**src/rtl/pcs_lane_impair_if.sv**
```systemverilog
// Bundle of the data stream, configuration and status signals of pcs_lane_impair.
// The master side drives the stream and configuration. The slave side is the impairment block.
interface pcs_lane_impair_if #(
  parameter int LANES    = 4,
  parameter int W        = 40,
  parameter int MAX_SKEW = 8,
  parameter int SKW      = $clog2(MAX_SKEW),
  parameter int LW       = $clog2(LANES)
);
  localparam int BW = $clog2(W) + 1;

  logic                 in_valid;
  logic [LANES*W-1:0]   in_data;
  logic                 cfg_apply;
  logic [LANES*LW-1:0]  cfg_map;
  logic [LANES-1:0]     cfg_polar;
  logic [LANES*SKW-1:0] cfg_skew;
  logic [1:0]           cfg_err_mode;
  logic [LANES-1:0]     cfg_err_lane;
  logic [15:0]          cfg_err_period;
  logic [BW-1:0]        cfg_err_burst;
  logic                 out_valid;
  logic [LANES*W-1:0]   out_data;
  logic [31:0]          err_count;

  modport master (
    output in_valid, in_data, cfg_apply, cfg_map, cfg_polar, cfg_skew,
           cfg_err_mode, cfg_err_lane, cfg_err_period, cfg_err_burst,
    input  out_valid, out_data, err_count
  );

  modport slave (
    input  in_valid, in_data, cfg_apply, cfg_map, cfg_polar, cfg_skew,
           cfg_err_mode, cfg_err_lane, cfg_err_period, cfg_err_burst,
    output out_valid, out_data, err_count
  );
endinterface

```
**src/rtl/pcs_lane_impair.sv**
```systemverilog
// pcs_lane_impair: per-lane misconnection, polarity inversion, skew and bit-error
// injection between PCS transmit lanes and the receive side.
// Stage 1 maps and polarises each lane and writes a per-lane circular delay line.
// Stage 1 also captures the tap pointer and error mask of the word, so every word
// uses the configuration that was active when it entered.
// Stage 2 reads the tap, applies the error mask and accumulates the flip count.
// MAX_SKEW must be at least 2.
module pcs_lane_impair #(
  parameter int LANES    = 4,
  parameter int W        = 40,
  parameter int MAX_SKEW = 8,
  parameter int SKW      = $clog2(MAX_SKEW),
  parameter int LW       = $clog2(LANES)
) (
  input  logic             clk,
  input  logic             rst_n,
  pcs_lane_impair_if.slave bus
);
  localparam int BW = $clog2(W) + 1;
  localparam int PW = $clog2(W);
  localparam int CW = $clog2(LANES * W + 1);
  localparam int DW = LANES * W;

  // shadow configuration
  logic [LANES*LW-1:0]  mapCfg_q;
  logic [LANES-1:0]     polarCfg_q;
  logic [LANES*SKW-1:0] skewCfg_q;
  logic [1:0]           modeCfg_q;
  logic [LANES-1:0]     laneCfg_q;
  logic [15:0]          periodCfg_q;
  logic [BW-1:0]        burstCfg_q;

  // error engine state
  logic [15:0]   periodCnt_q, periodCnt_d;
  logic [PW-1:0] pos_q, pos_d;
  logic [30:0]   lfsr_q, lfsr_d;

  // stage 1
  logic [SKW-1:0] wrPtr_q, wrPtr_d;
  logic [W-1:0]   dly_q [LANES][MAX_SKEW];
  logic           s1Valid_q;
  logic [SKW-1:0] rdPtr_q [LANES];
  logic [SKW-1:0] rdPtr_d [LANES];
  logic [W-1:0]   errMask_q [LANES];
  logic [W-1:0]   errMask_d [LANES];
  logic [CW-1:0]  flipCnt_q, flipCnt_d;
  logic [W-1:0]   laneWord [LANES];

  // error engine decode
  logic          periodic;
  logic          evt;
  logic          lfsrHit;
  logic [PW-1:0] randPos;
  logic [W-1:0]  flipBase;

  // stage 2
  logic          outValid_q;
  logic [DW-1:0] outData_q;
  logic [31:0]   errCount_q, errCount_d;
  logic [32:0]   errSum;

  // Capture the whole configuration on cfg_apply; reset restores the pass-through setup.
  always_ff @(posedge clk or negedge rst_n) begin
    if (!rst_n) begin
      for (int i = 0; i < LANES; i++) begin
        mapCfg_q[i*LW +: LW] <= LW'(i);
      end
      polarCfg_q  <= '0;
      skewCfg_q   <= '0;
      modeCfg_q   <= 2'b00;
      laneCfg_q   <= '0;
      periodCfg_q <= '0;
      burstCfg_q  <= BW'(1);
    end else if (bus.cfg_apply) begin
      mapCfg_q    <= bus.cfg_map;
      polarCfg_q  <= bus.cfg_polar;
      skewCfg_q   <= bus.cfg_skew;
      modeCfg_q   <= bus.cfg_err_mode;
      laneCfg_q   <= bus.cfg_err_lane;
      periodCfg_q <= bus.cfg_err_period;
      burstCfg_q  <= bus.cfg_err_burst;
    end
  end

  // Lane selection, polarity, write pointer and per-lane tap pointer.
  always_comb begin
    wrPtr_d = wrPtr_q;
    if (bus.in_valid) begin
      wrPtr_d = (wrPtr_q == SKW'(MAX_SKEW - 1)) ? '0 : wrPtr_q + 1'b1;
    end
    for (int i = 0; i < LANES; i++) begin
      laneWord[i] = '0;
      for (int j = 0; j < LANES; j++) begin
        if (mapCfg_q[i*LW +: LW] == LW'(j)) begin
          laneWord[i] = bus.in_data[j*W +: W];
        end
      end
      if (polarCfg_q[i]) begin
        laneWord[i] = ~laneWord[i];
      end
      if (wrPtr_q >= skewCfg_q[i*SKW +: SKW]) begin
        rdPtr_d[i] = wrPtr_q - skewCfg_q[i*SKW +: SKW];
      end else begin
        rdPtr_d[i] = SKW'(MAX_SKEW + int'(wrPtr_q) - int'(skewCfg_q[i*SKW +: SKW]));
      end
    end
  end

  // Error engine: builds the flip mask of the current word and advances counters on valid words.
  always_comb begin
    periodic = (modeCfg_q == 2'b01) || (modeCfg_q == 2'b10);
    evt      = periodic && (periodCfg_q != 16'd0) && (periodCnt_q == periodCfg_q - 16'd1);
    lfsrHit  = (modeCfg_q == 2'b11) && (lfsr_q[15:0] < periodCfg_q);
    randPos  = PW'({17'd0, lfsr_q[30:16]} % 32'(W));
    flipBase = '0;
    case (modeCfg_q)
      2'b01: begin
        if (evt) flipBase[pos_q] = 1'b1;
      end
      2'b10: begin
        if (evt) begin
          for (int b = 0; b < W; b++) begin
            if ((b >= int'(pos_q)) && (b < int'(pos_q) + int'(burstCfg_q))) begin
              flipBase[b] = 1'b1;
            end
          end
        end
      end
      2'b11: begin
        if (lfsrHit) flipBase[randPos] = 1'b1;
      end
      default: ;
    endcase
    flipCnt_d = '0;
    for (int i = 0; i < LANES; i++) begin
      errMask_d[i] = laneCfg_q[i] ? flipBase : '0;
      for (int b = 0; b < W; b++) begin
        flipCnt_d = flipCnt_d + CW'(errMask_d[i][b]);
      end
    end
    periodCnt_d = periodCnt_q;
    pos_d       = pos_q;
    lfsr_d      = lfsr_q;
    if (bus.in_valid) begin
      if (periodic && (periodCfg_q != 16'd0)) begin
        periodCnt_d = (periodCnt_q >= periodCfg_q - 16'd1) ? '0 : periodCnt_q + 16'd1;
      end
      if (evt) begin
        pos_d = (pos_q == PW'(W - 1)) ? '0 : pos_q + 1'b1;
      end
      lfsr_d = {lfsr_q[29:0], lfsr_q[30] ^ lfsr_q[27]};
    end
    if (bus.cfg_apply) begin
      periodCnt_d = '0;
      pos_d       = '0;
    end
  end

  // Error engine state registers; the LFSR keeps running across configuration changes.
  always_ff @(posedge clk or negedge rst_n) begin
    if (!rst_n) begin
      periodCnt_q <= '0;
      pos_q       <= '0;
      lfsr_q      <= 31'h7FFF_FFFF;
    end else begin
      periodCnt_q <= periodCnt_d;
      pos_q       <= pos_d;
      lfsr_q      <= lfsr_d;
    end
  end

  // Stage 1: write the delay lines and capture tap pointer and error mask of the word.
  always_ff @(posedge clk or negedge rst_n) begin
    if (!rst_n) begin
      wrPtr_q   <= '0;
      s1Valid_q <= 1'b0;
      flipCnt_q <= '0;
      for (int i = 0; i < LANES; i++) begin
        rdPtr_q[i]   <= '0;
        errMask_q[i] <= '0;
        for (int s = 0; s < MAX_SKEW; s++) begin
          dly_q[i][s] <= '0;
        end
      end
    end else begin
      wrPtr_q   <= wrPtr_d;
      s1Valid_q <= bus.in_valid;
      if (bus.in_valid) begin
        flipCnt_q <= flipCnt_d;
        for (int i = 0; i < LANES; i++) begin
          rdPtr_q[i]          <= rdPtr_d[i];
          errMask_q[i]        <= errMask_d[i];
          dly_q[i][wrPtr_q]   <= laneWord[i];
        end
      end
    end
  end

  // Saturating accumulation of flipped bits.
  always_comb begin
    errSum     = {1'b0, errCount_q} + 33'(flipCnt_q);
    errCount_d = errSum[32] ? 32'hFFFF_FFFF : errSum[31:0];
  end

  // Stage 2: tap read, error injection and flip counter; data holds while no word is valid.
  always_ff @(posedge clk or negedge rst_n) begin
    if (!rst_n) begin
      outValid_q <= 1'b0;
      outData_q  <= '0;
      errCount_q <= '0;
    end else begin
      outValid_q <= s1Valid_q;
      if (s1Valid_q) begin
        for (int i = 0; i < LANES; i++) begin
          outData_q[i*W +: W] <= dly_q[i][rdPtr_q[i]] ^ errMask_q[i];
        end
        errCount_q <= errCount_d;
      end
    end
  end

  assign bus.out_valid = outValid_q;
  assign bus.out_data  = outData_q;
  assign bus.err_count = errCount_q;
endmodule

```
**src/flat_wrapper.sv**
```systemverilog
// flat-port wrapper written by rule: the top's interface ports become plain ports
module pcs_lane_impair_flat 
#(
  parameter int LANES    = 4,
  parameter int W        = 40,
  parameter int MAX_SKEW = 8,
  parameter int SKW      = $clog2(MAX_SKEW),
  parameter int LW       = $clog2(LANES)
)
  (clk, rst_n, bus_in_valid, bus_in_data, bus_cfg_apply, bus_cfg_map, bus_cfg_polar, bus_cfg_skew, bus_cfg_err_mode, bus_cfg_err_lane, bus_cfg_err_period, bus_cfg_err_burst, bus_out_valid, bus_out_data, bus_err_count);
  pcs_lane_impair_if #(.LANES(LANES), .W(W), .MAX_SKEW(MAX_SKEW), .SKW(SKW), .LW(LW)) bus_i ();
  input  logic clk;
  input  logic rst_n;
  input wire logic [$bits(bus_i.in_valid)-1:0] bus_in_valid;
  input wire logic [$bits(bus_i.in_data)-1:0] bus_in_data;
  input wire logic [$bits(bus_i.cfg_apply)-1:0] bus_cfg_apply;
  input wire logic [$bits(bus_i.cfg_map)-1:0] bus_cfg_map;
  input wire logic [$bits(bus_i.cfg_polar)-1:0] bus_cfg_polar;
  input wire logic [$bits(bus_i.cfg_skew)-1:0] bus_cfg_skew;
  input wire logic [$bits(bus_i.cfg_err_mode)-1:0] bus_cfg_err_mode;
  input wire logic [$bits(bus_i.cfg_err_lane)-1:0] bus_cfg_err_lane;
  input wire logic [$bits(bus_i.cfg_err_period)-1:0] bus_cfg_err_period;
  input wire logic [$bits(bus_i.cfg_err_burst)-1:0] bus_cfg_err_burst;
  output wire logic [$bits(bus_i.out_valid)-1:0] bus_out_valid;
  output wire logic [$bits(bus_i.out_data)-1:0] bus_out_data;
  output wire logic [$bits(bus_i.err_count)-1:0] bus_err_count;
  assign bus_i.in_valid = bus_in_valid;
  assign bus_i.in_data = bus_in_data;
  assign bus_i.cfg_apply = bus_cfg_apply;
  assign bus_i.cfg_map = bus_cfg_map;
  assign bus_i.cfg_polar = bus_cfg_polar;
  assign bus_i.cfg_skew = bus_cfg_skew;
  assign bus_i.cfg_err_mode = bus_cfg_err_mode;
  assign bus_i.cfg_err_lane = bus_cfg_err_lane;
  assign bus_i.cfg_err_period = bus_cfg_err_period;
  assign bus_i.cfg_err_burst = bus_cfg_err_burst;
  assign bus_out_valid = bus_i.out_valid;
  assign bus_out_data = bus_i.out_data;
  assign bus_err_count = bus_i.err_count;
  pcs_lane_impair #(.LANES(LANES), .W(W), .MAX_SKEW(MAX_SKEW), .SKW(SKW), .LW(LW)) u_core (.clk(clk), .rst_n(rst_n), .bus(bus_i));
endmodule
```
**config.mk**
```make
export PLATFORM = sky130hd
export DESIGN_NAME = pcs_lane_impair_flat
export DESIGN_NICKNAME = d
export VERILOG_FILES = /design/src/rtl/pcs_lane_impair_if.sv /design/src/rtl/pcs_lane_impair.sv /design/src/flat_wrapper.sv
export SDC_FILE = /design/constraint.sdc
export NUM_CORES = 2
export LEC_CHECK = 0
export BUFFER_PORTS_ARGS = -buffer_cell sky130_fd_sc_hd__buf_4
export CAP_MARGIN = 20
export CORE_ASPECT_RATIO = 1.25
export CORE_UTILIZATION = 45
export DETAILED_ROUTE_END_ITERATION = 7
export MAX_ROUTING_LAYER = met4
export SLEW_MARGIN = 20
export SYNTH_ARGS = -nofsm -noshare
export SYNTH_HDL_FRONTEND = slang
export SYNTH_SLANG_ARGS = --single-unit
```
**constraint.sdc**
```tcl
create_clock -name clk -period 14.12 [get_ports clk]
set_input_delay 2.118 -clock clk [delete_from_list [all_inputs] [get_ports clk]]
set_output_delay 2.118 -clock clk [all_outputs]
set_load 0.1 [all_outputs]
```
==> impl_metrics.tcl <==
set metrics [dict create \
    io_pins 410 \
    drc_errors 0 \
    utilization 0.525 \
    power_density_nw_per_um2 266 \
    period_minus_slack_ps 14050 \
    yosys-top-cells-area "dfrtp_1, mux4_2, o21ai_0" \
    netlist_area_um2 89200 \
    setup_tns_ps 0 \
    gr-max-usage-layer "met2" \
    grt.met1_usage 0.430 \
    crit_path_start_kind "register" \
    wirelength_um 306000 \
    finalPower_mw 27.5 \
    finalSetupViolCount 0 \
    syn_nets 8426 \
    clock-sinks 1763 \
    max_slew.worst_pin.slew_ps 1140 \
    ys_seq_elements 1763 \
    yosysMostFrequentCell "dfrtp_1" \
    maxSlewViolCount 0 \
    antenna_left 0 \
    crit_top_cell "fa_1" \
    cts_htree_levels 4 \
    cts_buffer_depth 3 \
    antenna_found_initial 30 \
    clock.fmax_mhz 71.2 \
    yosysTopAreaCell "dfrtp_1" \
    final_hold_viol_count 0 \
    cts_tree "done" \
    grt_pass1_vias 64606 \
    rows 182 \
    vdd_drop_max_uv 336 \
    hold_buffers 0 \
    synth_edf_count 0 \
    finalCritPeriodShare 0.995 \
    seq_area_frac_synth 0.495 \
    num_vias 65724 \
    design.core.area_um2 197000 \
    multiInputGateArea_um2 42600 \
    netlist_instances 7972 \
    netlist_top_cells_count "dfrtp_1, nand2_1, nor2_1, o21ai_0, a21oi_1" \
    synth_ff_type "dfrtp_1" \
    placed_cells 10710 \
    yosys.area.top_type_share 0.484 \
    synth.distinct_cells 92 \
    area_growth_pct 15.9 \
    nets 8803 \
    async_reset_ff_frac 1.00 \
    critPathCaptureType "register" \
    dp_hpwl_um 211000 \
    finalClockSkew_ps 82.5 \
    hold_path_class "reg2reg" \
    path_clk_slew_ps 60 \
    start_util 0.453 \
    max_cap_viol_count 0 \
    gp_congestion 0.992 \
    drive_above_1_share 0.232 \
    grt_max_degree 193 \
    cp_max_fo 7 \
    fill_cells 17267 \
    leakagePower_nw 44.2 \
    die_height_um 500 \
    grt_pass1_wl_um 452000 \
    post_drt_via_cell_ratio 5.92 \
    rsz0062_at_grt "true" \
    cpPeakStageDelay_ps 570 \
    cts-buffers-inserted 182 \
    register_area_um2 44200 \
    grt.met2_usage 0.464 \
    whs_ps 474 \
    io_buffers 409 \
    dieArea_um2 200000 \
    track_usage 0.316 \
    dr.pass1.iters 6 \
    met3_usage 0.0633 \
    grt_overflow 0 \
    avgSynthCellArea_um2 11.2 \
    slew_headroom 0.242 \
    outcome "complete, no violations" \
    drt_iter0_markers 6233 \
    root_buffer "clkbuf_16" \
    layout.cells.non_filler 11108 \
    worst_ep_required_time_ps 14820 \
    die_x_um 400 \
    wire_per_inst_um 27.6 \
    clock_latency_ps 870 \
    synth_warnings 0 \
    crit_path_top_delay_cell "or4_4" \
    worst-setup-path-type "reg2reg" \
    crit_arrival_ps 14750 \
]
-- logic make-up after synthesis --
kind of cell / after synthesis / synth area share
fa+ha+maj: 238 / 0.0462
mux: 879 / 0.169
simple gates: 2026 / 0.0950
compound gates: 1886 / 0.123
flops: 1763 / 0.495
xor+xnor: 393 / 0.0386
buf+inv: 787 / 0.0333
-- layer usage --
layer	wire, µm	share of wire
met5	0	0
met4	15000	0.049
met3	24700	0.080
met2	137000	0.45
met1	129000	0.42
-- what timing repair did --
item,in CTS,in global routing
endpoints found under the setup margin,4,7
gates cloned,0,0
setup buffers,13,17
pin swaps,44,59
resized for setup,37,73
-- critical path, delay by kind of cell (launching register included) --
family / cells / cell delay [ps]
DFF: 1 / 540
adders and majority gates: 14 / 6270
and+or+nand+nor: 13 / 3000
xor gates and xnor gates: 1 / 80
buffers and inverters: 12 / 1280
muxes: 3 / 790
AOI/OAI and AO/OA: 9 / 1900
-- final timing paths --
path	depth (start not counted)	slack, ps	from	end
max in group asynchronous	4	9780	rst_n	u_core.rdPtr_q[7]$_DFFE_PN0P_
min in group asynchronous	1	1180	rst_n	u_core.dly_q[400]$_DFFE_PN0P_
setup / recovery	52	70	u_core.lfsr_q[29]$_DFFE_PN1P_	u_core.flipCnt_q[6]$_DFFE_PN0P_
hold reg to reg	2	470	u_core.dly_q[1017]$_DFFE_PN0P_	u_core.dly_q[1017]$_DFFE_PN0P_
setup reg to reg	52	70	u_core.lfsr_q[29]$_DFFE_PN1P_	u_core.flipCnt_q[6]$_DFFE_PN0P_
hold / removal	2	470	u_core.dly_q[1017]$_DFFE_PN0P_	u_core.dly_q[1017]$_DFFE_PN0P_
-- area by class of cell --
cell class,count,area share
inverters,205,0.00749
well taps,2576,0.0312
clock buffers,272,0.0514
clock inverters,64,0.00949
diodes,31,0.000750
flip-flops and latches,1763,0.428
multi-input cells,5422,0.412
repair buffers,775,0.0597
-- cells in the final DEF (no fill, tap or decap), types with 18 or more instances in the layout --
cell / count
a21o_1: 39
a21oi_1: 707
a221o_1: 24
a22o_1: 67
and2_1: 19
and3_1: 22
buf_12: 18
buf_4: 739
clkbuf_1: 48
clkbuf_16: 182
clkbuf_8: 42
clkinv_2: 26
dfrtp_1: 1706
dfstp_2: 36
diode_2: 31
fa_1: 151
ha_1: 83
inv_1: 190
mux2_2: 227
mux2i_1: 165
mux4_2: 480
nand2_1: 896
nand2b_1: 52
nand3_1: 40
nand4_1: 31
nor2_1: 767
nor2b_1: 29
nor3_1: 55
o21ai_0: 763
o2bb2ai_1: 71
xnor2_1: 370
xor2_1: 22
-- power by group --
group	switching, mW	internal [mW]	total, mW
combinational	8.26	5.65	13.9
sequential	1.37	7.17	8.53
clock	2.16	2.86	5.02
total	11.8	15.7	27.5
-- state kept, by name (all words and copies together), names as in the netlist, 7 cells and up --
name and count:
u_core.lfsr_q 31, u_core.flipCnt_q 8, u_core.bus.err_count 32, u_core.dly_q 1280
u_core.mapCfg_q 8, u_core.periodCfg_q 16, u_core.skewCfg_q 12, u_core.bus.out_data 160
u_core.errMask_q 160, u_core.periodCnt_q 16, u_core.rdPtr_q 12, u_core.burstCfg_q 7
-- metrics by stage --
step | worst slack (ps) | cell area, µm²
6_report | 69.8 | 103000
5_1_grt | -350 | 103000
4_1_cts | 9.53 | 103000
3_5_place_dp | -266 | 96300
3_3_place_gp | -230 | 96300
2_1_floorplan | 18.8 | 89400
No activity file was read; power rests on OpenSTA's default activity.
